[src/rtl/canyon_input_ctrl.sv]
// canyon_input_ctrl: player-input front end for the Canyon Bomber core.
//
// Decodes PS/2 key events and joystick bits into active-low fire lines, and turns each
// start request into a timed coin -> gap -> start sequence so the game sees a credit
// before the start press.
//
// Ports:
//   clk_sys             system clock
//   reset               asynchronous active-high reset
//   ps2_key[10:0]       [10] event toggle, [9] pressed, [8:0] scan code ([8] = extended)
//   joystick_0/1[15:0]  [4] fire, [5] start, other bits unused
//   coin1_n/coin2_n     active-low coin lines
//   start1_n/start2_n   active-low start lines
//   fire1_n/fire2_n     active-low fire lines
//   seq_busy            high whenever the sequencer is not idle
module canyon_input_ctrl #(
   parameter int unsigned TICK_DIV = 48000,
   parameter int unsigned COIN_MS  = 50,
   parameter int unsigned GAP_MS   = 100,
   parameter int unsigned START_MS = 50
) (
   input  logic        clk_sys,
   input  logic        reset,
   input  logic [10:0] ps2_key,
   input  logic [15:0] joystick_0,
   input  logic [15:0] joystick_1,
   output logic        coin1_n,
   output logic        coin2_n,
   output logic        start1_n,
   output logic        start2_n,
   output logic        fire1_n,
   output logic        fire2_n,
   output logic        seq_busy
);

   localparam int unsigned CoinCyc  = COIN_MS * TICK_DIV;
   localparam int unsigned GapCyc   = GAP_MS * TICK_DIV;
   localparam int unsigned StartCyc = START_MS * TICK_DIV;
   localparam int unsigned MaxCyc0  = (CoinCyc > GapCyc) ? CoinCyc : GapCyc;
   localparam int unsigned MaxCyc   = (MaxCyc0 > StartCyc) ? MaxCyc0 : StartCyc;
   // Counter only ever holds product-1, so clog2(max product) bits suffice.
   localparam int unsigned CntW     = (MaxCyc > 2) ? $clog2(MaxCyc) : 1;

   localparam logic [CntW-1:0] CoinLoad  = CntW'(CoinCyc - 1);
   localparam logic [CntW-1:0] GapLoad   = CntW'(GapCyc - 1);
   localparam logic [CntW-1:0] StartLoad = CntW'(StartCyc - 1);

   typedef enum logic [2:0] {StIdle, StCoin, StGap, StStart, StRelease} state_e;

   state_e          state_q, state_d;
   logic [CntW-1:0] cnt_q, cnt_d;
   logic            player_q, player_d;  // 0 = player 1, 1 = player 2
   logic            primed_q, primed_d;
   logic            tog_q, tog_d;
   logic            kb_fire_q, kb_fire_d;
   logic            kb_start1_q, kb_start1_d;
   logic            kb_start2_q, kb_start2_d;
   logic            req1_q, req2_q;
   logic            coin1_n_q, coin1_n_d, coin2_n_q, coin2_n_d;
   logic            start1_n_q, start1_n_d, start2_n_q, start2_n_d;
   logic            fire1_n_q, fire1_n_d, fire2_n_q, fire2_n_d;
   logic            busy_q, busy_d;

   logic key_evt, req1, req2, rise1, rise2, req_sel;

   logic unused_joy;
   assign unused_joy = ^{joystick_0[15:6], joystick_0[3:0], joystick_1[15:6], joystick_1[3:0]};

   // Key decode. The first cycle after reset only captures the toggle (primed_q = 0).
   assign key_evt = primed_q & (ps2_key[10] ^ tog_q);

   always_comb begin
      primed_d    = 1'b1;
      tog_d       = ps2_key[10];
      kb_fire_d   = kb_fire_q;
      kb_start1_d = kb_start1_q;
      kb_start2_d = kb_start2_q;
      if (key_evt) begin
         case (ps2_key[8:0])
            9'h029, 9'h014: kb_fire_d   = ps2_key[9];
            9'h005:         kb_start1_d = ps2_key[9];
            9'h006:         kb_start2_d = ps2_key[9];
            default: ;
         endcase
      end
   end

   assign req1    = kb_start1_q | joystick_0[5];
   assign req2    = kb_start2_q | joystick_1[5];
   assign rise1   = req1 & ~req1_q;
   assign rise2   = req2 & ~req2_q;
   assign req_sel = player_q ? req2 : req1;

   // Sequencer next state. Edges seen outside idle are dropped, not queued.
   always_comb begin
      state_d  = state_q;
      cnt_d    = cnt_q;
      player_d = player_q;
      case (state_q)
         StIdle: begin
            if (rise1) begin
               player_d = 1'b0;
               state_d  = StCoin;
               cnt_d    = CoinLoad;
            end else if (rise2) begin
               player_d = 1'b1;
               state_d  = StCoin;
               cnt_d    = CoinLoad;
            end
         end
         StCoin: begin
            if (cnt_q == '0) begin
               state_d = StGap;
               cnt_d   = GapLoad;
            end else begin
               cnt_d = cnt_q - 1'b1;
            end
         end
         StGap: begin
            if (cnt_q == '0) begin
               state_d = StStart;
               cnt_d   = StartLoad;
            end else begin
               cnt_d = cnt_q - 1'b1;
            end
         end
         StStart: begin
            if (cnt_q == '0) begin
               state_d = StRelease;
            end else begin
               cnt_d = cnt_q - 1'b1;
            end
         end
         StRelease: begin
            if (!req_sel) state_d = StIdle;
         end
         default: state_d = StIdle;
      endcase
   end

   // Outputs are registered from next state so a joystick edge drops coin on the same edge.
   always_comb begin
      coin1_n_d  = ~((state_d == StCoin) & ~player_d);
      coin2_n_d  = ~((state_d == StCoin) & player_d);
      start1_n_d = ~((state_d == StStart) & ~player_d);
      start2_n_d = ~((state_d == StStart) & player_d);
      busy_d     = (state_d != StIdle);
      fire1_n_d  = ~(kb_fire_q | joystick_0[4]);
      fire2_n_d  = ~(kb_fire_q | joystick_1[4]);
   end

   always_ff @(posedge clk_sys or posedge reset) begin
      if (reset) begin
         state_q     <= StIdle;
         cnt_q       <= '0;
         player_q    <= 1'b0;
         primed_q    <= 1'b0;
         tog_q       <= 1'b0;
         kb_fire_q   <= 1'b0;
         kb_start1_q <= 1'b0;
         kb_start2_q <= 1'b0;
         req1_q      <= 1'b0;
         req2_q      <= 1'b0;
         coin1_n_q   <= 1'b1;
         coin2_n_q   <= 1'b1;
         start1_n_q  <= 1'b1;
         start2_n_q  <= 1'b1;
         fire1_n_q   <= 1'b1;
         fire2_n_q   <= 1'b1;
         busy_q      <= 1'b0;
      end else begin
         state_q     <= state_d;
         cnt_q       <= cnt_d;
         player_q    <= player_d;
         primed_q    <= primed_d;
         tog_q       <= tog_d;
         kb_fire_q   <= kb_fire_d;
         kb_start1_q <= kb_start1_d;
         kb_start2_q <= kb_start2_d;
         req1_q      <= req1;
         req2_q      <= req2;
         coin1_n_q   <= coin1_n_d;
         coin2_n_q   <= coin2_n_d;
         start1_n_q  <= start1_n_d;
         start2_n_q  <= start2_n_d;
         fire1_n_q   <= fire1_n_d;
         fire2_n_q   <= fire2_n_d;
         busy_q      <= busy_d;
      end
   end

   assign coin1_n  = coin1_n_q;
   assign coin2_n  = coin2_n_q;
   assign start1_n = start1_n_q;
   assign start2_n = start2_n_q;
   assign fire1_n  = fire1_n_q;
   assign fire2_n  = fire2_n_q;
   assign seq_busy = busy_q;

endmodule

[config.mk]
export PLATFORM = sky130hd
export DESIGN_NAME = canyon_input_ctrl
export DESIGN_NICKNAME = d
export VERILOG_FILES = /design/src/rtl/canyon_input_ctrl.sv
export SDC_FILE = /design/constraint.sdc
export NUM_CORES = 1
export LEC_CHECK = 0
export ABC_CLOCK_PERIOD_IN_PS = 4800
export CAP_MARGIN = 20
export CORE_UTILIZATION = 49
export DETAILED_ROUTE_END_ITERATION = 8
export GPL_ROUTABILITY_DRIVEN = 0
export HOLD_SLACK_MARGIN = 0.15
export PLACE_DENSITY = 0.81
export SYNTH_ARGS = -nofsm -noshare
export SYNTH_HDL_FRONTEND = slang
export SYNTH_SLANG_ARGS = --single-unit
[constraint.sdc]
create_clock -name clk_sys -period 4.8 [get_ports clk_sys]
set_input_delay 0.72 -clock clk_sys [delete_from_list [all_inputs] [get_ports clk_sys]]
set_output_delay 0.72 -clock clk_sys [all_outputs]
set_load 0.03 [all_outputs]
==> flow_results.xml <==
<?xml version="1.0" encoding="UTF-8"?>
<metrics>
  <group name="run_status">
    <metric name="run_status" unit="">finished, final reports clean</metric>
  </group>
  <group name="critical_path">
    <metric name="critical_path.cell_chain" unit="">clkdlybuf4s50_1 -&gt; o21bai_1 -&gt; a31oi_1 -&gt; o21ai_1 -&gt; buf_4 -&gt; or4_1 -&gt; nand3_1</metric>
    <metric name="worst_ep_required_time" unit="ns">5.03</metric>
    <metric name="critPathArrivalTime" unit="ns">3.05</metric>
    <metric name="worstSetupPathType" unit="">in2reg</metric>
    <metric name="slowest_delay" unit="ns">0.55</metric>
    <metric name="timing.critical_path.from_type" unit="">input pin</metric>
    <metric name="worst_path_max_delay_cell" unit="">a31oi_1</metric>
    <metric name="worst_r2r_path_depth" unit="">5</metric>
    <metric name="crit_fanout" unit="">16</metric>
    <metric name="nature_of_the_critical_path_endpoint" unit="">register</metric>
  </group>
  <group name="place">
    <metric name="dp_hpwl" unit="mm">4.06</metric>
    <metric name="detailedPlace.worstSlack" unit="ns">1.77</metric>
    <metric name="place.port_buffers" unit="">23</metric>
  </group>
  <group name="drt">
    <metric name="drt.antenna.violating_nets" unit="">0</metric>
    <metric name="total_vias_in_the_final_route" unit="">2216</metric>
    <metric name="firstDrtPassIters" unit="">5</metric>
    <metric name="drt_iter0_markers" unit="">399</metric>
    <metric name="detail_route.wl_per_cell" unit="um">16.8</metric>
    <metric name="drcViolationCount" unit="">0</metric>
    <metric name="total_routed_length" unit="mm">5.71</metric>
    <metric name="avgViaCountPerCell" unit="">6.54</metric>
  </group>
  <group name="timing">
    <metric name="layout_worst_path_cycle_share" unit="%">58.8</metric>
    <metric name="clock_skew" unit="ns">0.00787</metric>
    <metric name="setup_viol_count_final" unit="">0</metric>
    <metric name="fin_crit" unit="ns">2.82</metric>
    <metric name="fmax" unit="GHz">0.355</metric>
    <metric name="final_critical_path_setup_slack" unit="ns">1.98</metric>
    <metric name="setup_repair_after_global_routing_missed_its_margin" unit="">false</metric>
    <metric name="relSlewSlack" unit="%">35.3</metric>
    <metric name="hold_slack" unit="ns">0.418</metric>
    <metric name="setup_total_negative_slack" unit="ns">0</metric>
    <metric name="drv_slew" unit="">0</metric>
    <metric name="actual_slew_at_the_worst_max_slew_pin" unit="ns">0.966</metric>
    <metric name="hold_viol_final" unit="">0</metric>
  </group>
  <group name="logic_synthesis">
    <metric name="top_post_synthesis_cells_by_area" unit="">dfrtp_1 (37%), dfstp_2 (6.7%), nand2_1 (3.5%)</metric>
    <metric name="syn_avg_cell_area" unit="sq um">8.91</metric>
    <metric name="synth_cells" unit="">265</metric>
    <metric name="syn_area" unit="sq um">2360</metric>
    <metric name="ys_seq_elements" unit="">41</metric>
    <metric name="number_of_enable_flip_flop_cells_after_synthesis" unit="">0</metric>
    <metric name="fraction_of_registers_with_async_set_or_reset_after_synthesis" unit="%">100</metric>
    <metric name="yosysWarningCount" unit="">0</metric>
    <metric name="synth.yosys.seq_area_share" unit="%">43.7</metric>
    <metric name="synth_cell_type_count" unit="">55</metric>
    <metric name="largest_area_contributor_in_the_netlist" unit="">dfrtp_1</metric>
    <metric name="synth_top_area_share" unit="%">37.1</metric>
    <metric name="most_instantiated_flip_flop_cell_in_the_synthesis_netlist" unit="">dfrtp_1</metric>
    <metric name="synth_fp_nets" unit="">312</metric>
  </group>
  <group name="global_routing">
    <metric name="grt_antenna_before_repair" unit="">0</metric>
    <metric name="grt_max_degree" unit="">42</metric>
    <metric name="grt_pass1_wl" unit="mm">9.56</metric>
    <metric name="first_global_vias" unit="">2058</metric>
    <metric name="groute.usage.overall" unit="%">24.1</metric>
    <metric name="grt-ovfl-total" unit="">0</metric>
  </group>
  <group name="clocking">
    <metric name="cts_setup_buffers" unit="">0</metric>
    <metric name="tritoncts" unit="">done</metric>
    <metric name="insertion_delay" unit="ns">0.30</metric>
    <metric name="cts-resized-gates" unit="">0</metric>
    <metric name="cts-hold-fix-buffers" unit="">0</metric>
    <metric name="cts.path.max_buffers" unit="">2</metric>
    <metric name="cts_buffers" unit="">5</metric>
    <metric name="cts-root-buf" unit="">clkbuf_8</metric>
    <metric name="cts_max_level" unit="">2</metric>
    <metric name="clkTransAtPathRegs" unit="ns">0.07</metric>
    <metric name="clock-sinks" unit="">41</metric>
  </group>
  <group name="die">
    <metric name="die-area" unit="sq um">5100</metric>
    <metric name="floorplan.die.height" unit="um">71.4</metric>
    <metric name="fp-row-count" unit="">24</metric>
    <metric name="die_x" unit="um">71.4</metric>
    <metric name="placeableCoreArea" unit="sq um">4500</metric>
    <metric name="initial_cell_density_of_the_core" unit="%">52.4</metric>
    <metric name="boundaryPins" unit="">52</metric>
  </group>
  <group name="hold_path">
    <metric name="hp-class" unit="">reg2reg</metric>
    <metric name="cell_count_of_the_worst_hold_path" unit="">1</metric>
  </group>
  <group name="cells_and_area">
    <metric name="syn_to_final_growth" unit="%">14.9</metric>
    <metric name="insertedDiodeCount" unit="">0</metric>
    <metric name="fillers" unit="">393</metric>
    <metric name="post_route_cells_drive_above_1_share" unit="%">8.71</metric>
    <metric name="nNetsFinal" unit="">333</metric>
  </group>
  <group name="pwr">
    <metric name="leakagePower" unit="nW">0.968</metric>
    <metric name="power_density_of_the_placed_cells" unit="nW/um^2">333</metric>
    <metric name="max-vdd-ir-drop" unit="V">0.000205</metric>
    <metric name="power.total" unit="mW">0.904</metric>
  </group>
  <group name="run">
    <metric name="maxCapViolations" unit="">0</metric>
  </group>
</metrics>
## synth_stat cells, types with 2 or more instances
master,number
nor3b_1,4
and2_1,5
o211ai_1,2
xor2_1,2
o31ai_1,4
nand4b_1,2
o21bai_1,2
nor4_1,9
a21boi_0,2
nand4_1,4
nand3_1,13
or2_2,3
o22a_1,3
or3_1,9
ha_1,2
or4_1,7
mux2_2,3
nor3_1,12
inv_1,11
o22ai_1,8
dfstp_2,6
a21oi_1,10
and3_1,2
clkbuf_1,9
a31oi_1,8
a211o_1,2
a41oi_1,3
o311ai_0,2
nand2_1,22
xnor2_1,2
nor4_2,2
nand3b_1,2
dfrtp_1,35
nor2_1,21
o21ai_0,12
## worst paths after layout
path,start,endpoint,slack (ns)
max,joystick_0[5],cnt_q[12],1.98
min,kb_fire_q,fire1_n,0.42
max reg2reg,cnt_q[11],cnt_q[20],2.00
min reg2reg,kb_fire_q,fire1_n,0.42
max in group asynchronous,reset,fire2_n,3.59
min in group asynchronous,reset,state_q[2],0.85
## placed cells by master, fill, tap and decap left out, types with 3 or more instances in the layout
master,instances
or3_1,9
clkbuf_8,5
clkdlybuf4s50_1,23
nand4_1,4
o31ai_1,4
nor3b_1,4
nor3_1,12
o21ai_0,12
a21oi_1,10
dfrtp_1,35
mux2_2,3
a41oi_1,3
dfstp_2,6
nor4_1,9
nor2_1,21
o22ai_1,8
inv_1,11
nand3_1,13
nand2_1,22
or4_1,7
or2_2,3
and2_1,5
o22a_1,3
a31oi_1,8
## layout make-up
class / count / area (sq um) / share of cell area, %
multi-input cells: 202 / 1240 / 45.9
flip-flops and latches: 41 / 1030 / 38.1
repair buffers: 25 / 245 / 9.04
clock buffers: 7 / 76.3 / 2.81
well taps: 52 / 65.1 / 2.40
inverters: 11 / 41.3 / 1.52
clock inverters: 1 / 7.51 / 0.277
## sequential cells by signal, indices dropped and copies added (netlist names)
| signal | count |
|---|---|
| state_q | 3 |
| req1_q | 1 |
| cnt_q | 23 |
| fire1_n | 1 |
| kb_fire_q | 1 |
| kb_start1_q | 1 |
| kb_start2_q | 1 |
| coin1_n | 1 |
| primed_q | 1 |
| start2_n | 1 |
| tog_q | 1 |
| player_q | 1 |
| fire2_n | 1 |
| coin2_n | 1 |
| start1_n | 1 |
| seq_busy | 1 |
| req2_q | 1 |
## worst max-delay path, delay by kind of cell
kind                   cells  cell delay (ns)
AOI/OAI and AO/OA          3             0.98
buffers and inverters      2             0.74
and+or+nand+nor            2             0.60
## routing by layer
layer / GRT usage [%] / wire, um
met1: 33.9 / 2580
met2: 36.8 / 2520
met3: 4.36 / 443
met4: 10.0 / 161
met5: 0 / 0
## cells by family after synthesis
family	share of synthesized area, %
other	0.159
buffers and inverters	3.55
multiplexers	1.43
adder cells (fa/ha/maj)	1.06
XOR/XNOR	1.48
AO/OA/AOI/OAI	19.1
flip-flops	43.7
AND/OR/NAND/NOR	29.5
## where the power goes
| group | internal, mW | switching [mW] |
|---|---|---|
| Combinational | 0.0960 | 0.133 |
| Sequential | 0.400 | 0.0568 |
| Clock | 0.103 | 0.116 |
| Total | 0.599 | 0.306 |
## stage by stage
step / area [sq um] / util [%] / std cells
after global placement: 2630 / 58.4 / 331
final: 2710 / 60.3 / 339
after detailed placement: 2630 / 58.4 / 331
after CTS: 2710 / 60.3 / 339
after floorplan: 2360 / - / 265
after global routing: 2710 / 60.3 / 339
Note: power is estimated with default switching activity, not from simulation.
